File: config.mk
export PLATFORM = sky130hd
export DESIGN_NAME = adder_arbiter
export DESIGN_NICKNAME = d
export VERILOG_FILES = /design/src/rtl/adder_arbiter.sv
export SDC_FILE = /design/constraint.sdc
export NUM_CORES = 1
export LEC_CHECK = 0
export ABC_AREA = 1
export CORE_ASPECT_RATIO = 0.8
export CORE_MARGIN = 1.5
export CORE_UTILIZATION = 43
export DETAILED_ROUTE_END_ITERATION = 8
export GPL_TIMING_DRIVEN = 0
export PLACE_DENSITY = 0.86
export SETUP_SLACK_MARGIN = 0.4
export SLEW_MARGIN = 20
export SYNTH_ARGS = -nofsm -noshare
export SYNTH_HDL_FRONTEND = slang
export SYNTH_SLANG_ARGS = --single-unit
File: constraint.sdc
create_clock -name clk -period 3.2 [get_ports clk]
set_clock_uncertainty 0.2 [all_clocks]
set_input_delay 0.32 -clock clk [delete_from_list [all_inputs] [get_ports clk]]
set_output_delay 0.32 -clock clk [all_outputs]
set_load 0.03 [all_outputs]
File: src/rtl/adder_arbiter.sv
// adder_arbiter: round-robin front end that shares one external 6-bit
// combinational adder among NREQ requesters. It uses a two-stage pipeline
// (operand register, then result register). Results return on a single
// valid/ready response channel, tagged with the index of the requester.
// Optional build macro ADDER_ARB_SAT_EN: when the adder reports a carry out,
// clamp the returned sum to 63.

module adder_arbiter #(
  parameter int NREQ = 4,
  parameter int IDW  = 2,
  parameter int CNTW = 16
) (
  input  logic                 clk,
  input  logic                 rst_n,
  input  logic [NREQ-1:0]      req_valid,
  output logic [NREQ-1:0]      req_ready,
  input  logic [6*NREQ-1:0]    req_x,
  input  logic [6*NREQ-1:0]    req_y,
  output logic [5:0]           add_x,
  output logic [5:0]           add_y,
  input  logic [5:0]           add_s,
  input  logic                 add_ov,
  output logic                 rsp_valid,
  input  logic                 rsp_ready,
  output logic [5:0]           rsp_sum,
  output logic                 rsp_ov,
  output logic [IDW-1:0]       rsp_id,
  output logic                 busy,
  output logic [CNTW-1:0]      done_cnt
);

  logic            op_vld_q, op_vld_d;
  logic [5:0]      op_x_q, op_x_d;
  logic [5:0]      op_y_q, op_y_d;
  logic [IDW-1:0]  op_id_q, op_id_d;
  logic            rsp_valid_q, rsp_valid_d;
  logic [5:0]      rsp_sum_q, rsp_sum_d;
  logic            rsp_ov_q, rsp_ov_d;
  logic [IDW-1:0]  rsp_id_q, rsp_id_d;
  logic [IDW-1:0]  rr_ptr_q, rr_ptr_d;
  logic [CNTW-1:0] done_cnt_q, done_cnt_d;

  logic            rsp_free, op_adv, op_free;
  logic            grant_found;
  logic [IDW-1:0]  grant_idx;
  logic [IDW:0]    cand;
  logic [IDW:0]    ptr_inc;
  logic            accept;
  logic [5:0]      sel_x, sel_y;
  logic [5:0]      cap_sum;

  // Stage-advance conditions: the operand stage moves forward whenever the result stage can take it
  always_comb begin
    rsp_free = !rsp_valid_q || rsp_ready;
    op_adv   = op_vld_q && rsp_free;
    op_free  = !op_vld_q || op_adv;
  end

  // Round-robin search: the first valid requester at or after rr_ptr, wrapping past NREQ-1
  always_comb begin
    grant_found = 1'b0;
    grant_idx   = '0;
    cand        = '0;
    for (int k = 0; k < NREQ; k++) begin
      cand = {1'b0, rr_ptr_q} + (IDW+1)'(k);
      if (cand >= (IDW+1)'(NREQ)) begin
        cand = cand - (IDW+1)'(NREQ);
      end
      if (!grant_found && req_valid[cand[IDW-1:0]]) begin
        grant_found = 1'b1;
        grant_idx   = cand[IDW-1:0];
      end
    end
  end

  // Ready goes only to the granted requester; it is held low while reset is asserted so no handshake is seen
  always_comb begin
    req_ready = '0;
    if (rst_n && grant_found && op_free) begin
      req_ready[grant_idx] = 1'b1;
    end
  end

  // Operand mux for the granted slice, plus the capture value (clamped when saturation is built in)
  always_comb begin
    sel_x = '0;
    sel_y = '0;
    for (int i = 0; i < NREQ; i++) begin
      if (grant_idx == IDW'(i)) begin
        sel_x = req_x[6*i +: 6];
        sel_y = req_y[6*i +: 6];
      end
    end
`ifdef ADDER_ARB_SAT_EN
    cap_sum = add_ov ? 6'd63 : add_s;
`else
    cap_sum = add_s;
`endif
  end

  // Next-state logic for both pipeline stages, the round-robin pointer and the completion counter
  always_comb begin
    op_vld_d    = op_vld_q;
    op_x_d      = op_x_q;
    op_y_d      = op_y_q;
    op_id_d     = op_id_q;
    rsp_valid_d = rsp_valid_q;
    rsp_sum_d   = rsp_sum_q;
    rsp_ov_d    = rsp_ov_q;
    rsp_id_d    = rsp_id_q;
    rr_ptr_d    = rr_ptr_q;
    done_cnt_d  = done_cnt_q;
    ptr_inc     = {1'b0, grant_idx} + {{IDW{1'b0}}, 1'b1};
    accept      = grant_found && op_free;

    if (accept) begin
      op_vld_d = 1'b1;
      op_x_d   = sel_x;
      op_y_d   = sel_y;
      op_id_d  = grant_idx;
      rr_ptr_d = (ptr_inc == (IDW+1)'(NREQ)) ? '0 : ptr_inc[IDW-1:0];
    end else if (op_adv) begin
      op_vld_d = 1'b0;
    end

    if (op_adv) begin
      rsp_valid_d = 1'b1;
      rsp_sum_d   = cap_sum;
      rsp_ov_d    = add_ov;
      rsp_id_d    = op_id_q;
    end else if (rsp_valid_q && rsp_ready) begin
      rsp_valid_d = 1'b0;
    end

    if (rsp_valid_q && rsp_ready) begin
      done_cnt_d = done_cnt_q + {{(CNTW-1){1'b0}}, 1'b1};
    end
  end

  // State registers; reset drops any in-flight operand or result without producing a response
  always_ff @(posedge clk or negedge rst_n) begin
    if (!rst_n) begin
      op_vld_q    <= 1'b0;
      op_x_q      <= '0;
      op_y_q      <= '0;
      op_id_q     <= '0;
      rsp_valid_q <= 1'b0;
      rsp_sum_q   <= '0;
      rsp_ov_q    <= 1'b0;
      rsp_id_q    <= '0;
      rr_ptr_q    <= '0;
      done_cnt_q  <= '0;
    end else begin
      op_vld_q    <= op_vld_d;
      op_x_q      <= op_x_d;
      op_y_q      <= op_y_d;
      op_id_q     <= op_id_d;
      rsp_valid_q <= rsp_valid_d;
      rsp_sum_q   <= rsp_sum_d;
      rsp_ov_q    <= rsp_ov_d;
      rsp_id_q    <= rsp_id_d;
      rr_ptr_q    <= rr_ptr_d;
      done_cnt_q  <= done_cnt_d;
    end
  end

  // Output drive: the adder sees zeros while the operand stage is empty
  always_comb begin
    add_x     = op_vld_q ? op_x_q : 6'd0;
    add_y     = op_vld_q ? op_y_q : 6'd0;
    rsp_valid = rsp_valid_q;
    rsp_sum   = rsp_sum_q;
    rsp_ov    = rsp_ov_q;
    rsp_id    = rsp_id_q;
    busy      = op_vld_q || rsp_valid_q;
    done_cnt  = done_cnt_q;
  end

endmodule

==> results <==
- The clock passes through at most 2 buffers.
- After synthesis, the netlist uses 28 different library cells.
- In this run, the number of DRC markers left after iteration 0 of detailed routing was 131.
- The root cell of the clock tree is sky130_fd_sc_hd__clkbuf_8.
- The tightest min-delay check is of the reg -> reg type.
- The initial cell density of the core is 45.9%.
- The setup-violating endpoint count in the final report is 0.
- Prior to clock tree synthesis, the placed netlist has a worst setup slack of -626 ps.
- The global-route wire length before repair is 10900 microns.
- The mean instance size in the synthesized netlist is 7.52 sq um.
- The count of inserted antenna diode cells is 0.
- The post-synthesis sequential area ratio is 42.0%.
- Timing would allow up to 0.343 GHz.
- Of the total power, registers draw 16.1%.
- Power comes to 0.00568 W.
- After detailed routing, the number of remaining DRC violations is 0.
- Per report_power, the clock group accounts for 7.1% of the total.
- In the final design database the tool counted 541 nets.
- For the pin with the worst max-slew slack, the measured transition is 483 ps.
- Dividing the detail-routed wire length by the instance count gives 13.8 microns.
- The count of cells in the finished layout, fillers not included, comes to 552.
- Leaving out fill and tap cells, the most frequent cells in the layout are sky130_fd_sc_hd__nand2_1, sky130_fd_sc_hd__clkdlybuf4s50_1, sky130_fd_sc_hd__dfrtp_1, sky130_fd_sc_hd__inv_1, sky130_fd_sc_hd__buf_4.
- CTS saw 43 sinks.
- The number of antenna violations at the first check in global routing is 0.
- The number of placement rows is 24.
- The synthesis-stage register bit count is 43.
- The CTS buffer count is 5.
- The number of violations of the max-capacitance limit is 0.
- The floorplan step set the die height to 72.1 microns.
- The worst-path maximum fanout is 7.
- The area growth from synthesis to final layout is 67.4%.
- Once routing completed, OpenROAD measured the worst setup slack at 284 ps.
- The clock-pin transition on the worst setup and hold timing paths is 80 ps.
- Leaving out fill and tap cells, the most frequent cell in the layout is sky130_fd_sc_hd__nand2_1.
- The share of the cycle needed by the critical path after routing is 91.1%.
- Routability-driven placement finished with a final weighted congestion of 0.888.
- The die covers 6440 sq um.
- The number of endpoints with negative hold slack in the final report is 0.
- In this run the count of I/O pins placed on the die edge is 105.
- By area the synthesized netlist is led by sky130_fd_sc_hd__dfrtp_1, sky130_fd_sc_hd__nand2_1, sky130_fd_sc_hd__o21ai_0, sky130_fd_sc_hd__inv_1, sky130_fd_sc_hd__mux2_2.
- The iteration count of the initial detailed-routing pass is 6.
- The dominant cell type by area after synthesis is sky130_fd_sc_hd__dfrtp_1.
- The number of nets with antenna violations after routing is 0.
- Data on the critical path is required at its endpoint by 2680 ps.
- The number of global-route vias before repair is 2495.
- Combinational logic burns 76.8% of the power.
- The number of port buffers is 104.
- For the worst setup path, the data arrival time is 2400 ps.
- In the global route stage, overall resource usage came out at 21.7%.
- The count of mapped cells out of synthesis is 341.
- Counting every net in the synthesized netlist gives 408.
- After legalization and detailed placement, the total HPWL measured 5160 microns.
- The CTS H-tree depth is 2.
- The number of vias per cell after detailed routing is 4.94.
- IR analysis of the VDD net gives a maximum drop of 1510 uV.
- The total vias in the final route is 2728.
- In this run the power spent charging and discharging nets is 0.00277 W.
- The die is 89.4 microns wide.
- The worst slack on hold paths is 278 ps.
- The TritonCTS clock tree is done.
- Entering global routing, the biggest net connects 25 pins.
- The internal power of the cells is 0.00291 W.
- The classification of the worst setup path is reg -> out.
- The switching fraction of total power is 48.8%.
- Power spread over the standard cell area amounts to 1320 nW/um^2.
- Yosys printed 0 warnings.
- The number of placed cells counting well taps is 524.
- The analysis attributes to cell leakage a power of 2.10 nW.
- The worst setup path is captured at an output port.
- Setup repair after global routing could not meet its margin everywhere.
- The shortest period the worst path allows is 2920 ps.
- The run finished with clean final reports.
- The post-route netlist has 23.0% of its cells at a drive strength greater than 1.
- The area of the placeable core is 5590 sq um.
- For this block, the routed nets add up to 7610 microns of wire.
- The total standard cell area after synthesis is 2560 sq um.
- For this run the aggregate overflow at the end of global routing stands at 0.
- The top-area cell type share of the netlist area is 42.0%.
- STA classifies the critical path startpoint as a register.
- The clock reaches the later pin of the worst-skew pair after 300 ps.
- The worst pin sits at a relative slew slack of 67.8%.
- The count of pins over their slew limit came to 0.
## cell families after synthesis
| family | Yosys count | share of synthesized area (%) |
|---|---|---|
| and+or+nand+nor | 172 | 29.2 |
| buffers and inverters | 54 | 9.17 |
| AOI/OAI and AO/OA | 45 | 8.83 |
| DFF | 43 | 42.0 |
| xor gates and xnor gates | 13 | 4.44 |
| muxes | 9 | 3.95 |
| adders and majority gates | 5 | 2.44 |
## final timing paths
kind | start | to | slack (ps) | cells past startpoint
worst min register to register | done_cnt[15]$_DFFE_PN0P_ | done_cnt[15]$_DFFE_PN0P_ | 280 | 1
worst max-delay path | rr_ptr_q[0]$_DFFE_PN0P_ | req_ready[3] | 280 | 15
worst max register to register | rr_ptr_q[0]$_DFFE_PN0P_ | op_y_q[2]$_DFFE_PN0P_ | 410 | 19
max in group asynchronous | rst_n | rr_ptr_q[1]$_DFFE_PN0P_ | 1990 | 3
worst min-delay path | done_cnt[15]$_DFFE_PN0P_ | done_cnt[15]$_DFFE_PN0P_ | 280 | 1
min in group asynchronous | rst_n | done_cnt[13]$_DFFE_PN0P_ | 320 | 2
## cells in the mapped netlist
library cell and count:
sky130_fd_sc_hd__buf_2 2, sky130_fd_sc_hd__nand2_2 7, sky130_fd_sc_hd__nand2_4 3, sky130_fd_sc_hd__inv_1 39, sky130_fd_sc_hd__buf_6 3, sky130_fd_sc_hd__o21ai_0 30
sky130_fd_sc_hd__and2_1 1, sky130_fd_sc_hd__buf_1 1, sky130_fd_sc_hd__dfrtp_1 43, sky130_fd_sc_hd__xnor2_1 5, sky130_fd_sc_hd__nor2_1 8, sky130_fd_sc_hd__clkbuf_1 6
sky130_fd_sc_hd__nand2_1 127, sky130_fd_sc_hd__xor2_1 8, sky130_fd_sc_hd__a21oi_1 13, sky130_fd_sc_hd__inv_2 1, sky130_fd_sc_hd__o21ai_1 1, sky130_fd_sc_hd__inv_6 1
sky130_fd_sc_hd__nor3_2 1, sky130_fd_sc_hd__ha_1 5, sky130_fd_sc_hd__mux2_2 9, sky130_fd_sc_hd__a31oi_1 1, sky130_fd_sc_hd__nand3_1 17, sky130_fd_sc_hd__nand3_2 1
sky130_fd_sc_hd__nand4_1 4, sky130_fd_sc_hd__or2_2 1, sky130_fd_sc_hd__nor2_4 2, sky130_fd_sc_hd__inv_4 1
## registers in the layout, summed over array words and instances (netlist names)
name and cells:
op_vld_q 1, rr_ptr_q 2, rsp_ov 1, op_y_q 6, op_x_q 6, done_cnt 16, rsp_id 2, op_id_q 2
rsp_sum 6, rsp_valid 1
## timing repair
action                     4_1_cts  5_1_grt
hold buffers                     1        0
gates resized for setup         75       59
gates cloned                     1        1
hold endpoints to repair        20        0
setup endpoints to repair       16       16
pin swaps                       12       26
setup buffers                    4       14
## through the flow
stage	utilization (%)	TNS, ps	area, sq um
CTS	72.4	0	4040
detailed placement	66.7	-1380	3730
finish	76.9	0	4290
global route	76.9	0	4290
global placement	66.3	-2820	3700
floorplan	-	0	2560
## metal layers
layer / GRT usage [%] / vias up / share of wire (%)
met2: 37.8 / 121 / 49
li1: - / 1334 / -
met5: 0 / - / 0
met3: 7.17 / 24 / 8.7
met4: 7.01 / 0 / 2.5
met1: 25.3 / 1249 / 39
## final cells by class
class | count | area (sq um)
Multi-Input combinational cell | 244 | 1470
Fill cell | 371 | 1290
Timing Repair Buffer | 126 | 1240
Sequential cell | 43 | 1080
Inverter | 42 | 185
Buffer | 12 | 124
Tap cell | 78 | 97.6
Clock buffer | 6 | 72.6
Clock inverter | 1 | 30.0
## power by group through the flow
stage / Sequential [W] / Clock, W / Combinational (W)
2_1_floorplan: 0.00108 / 0 / 0.00198
3_3_place_gp: 0.000900 / 0 / 0.00296
3_5_place_dp: 0.000915 / 0 / 0.00307
4_1_cts: 0.000915 / 0.000413 / 0.00355
5_1_grt: 0.000943 / 0.000434 / 0.00475
6_report: 0.000916 / 0.000403 / 0.00436
## critical path: stages (launching register included)
cell and delay, ps:
sky130_fd_sc_hd__dfrtp_1 410, sky130_fd_sc_hd__buf_6 150, sky130_fd_sc_hd__clkinv_8 80, sky130_fd_sc_hd__nand2_2 80, sky130_fd_sc_hd__nand3_2 90, sky130_fd_sc_hd__nand2_2 80
sky130_fd_sc_hd__nor2_4 180, sky130_fd_sc_hd__nand4_1 190, sky130_fd_sc_hd__nand2_4 170, sky130_fd_sc_hd__inv_4 60, sky130_fd_sc_hd__ha_4 150, sky130_fd_sc_hd__buf_8 110
sky130_fd_sc_hd__buf_8 110, sky130_fd_sc_hd__inv_4 50, sky130_fd_sc_hd__nor2_4 30, sky130_fd_sc_hd__buf_6 130
Note: power is estimated with default switching activity, not from simulation.
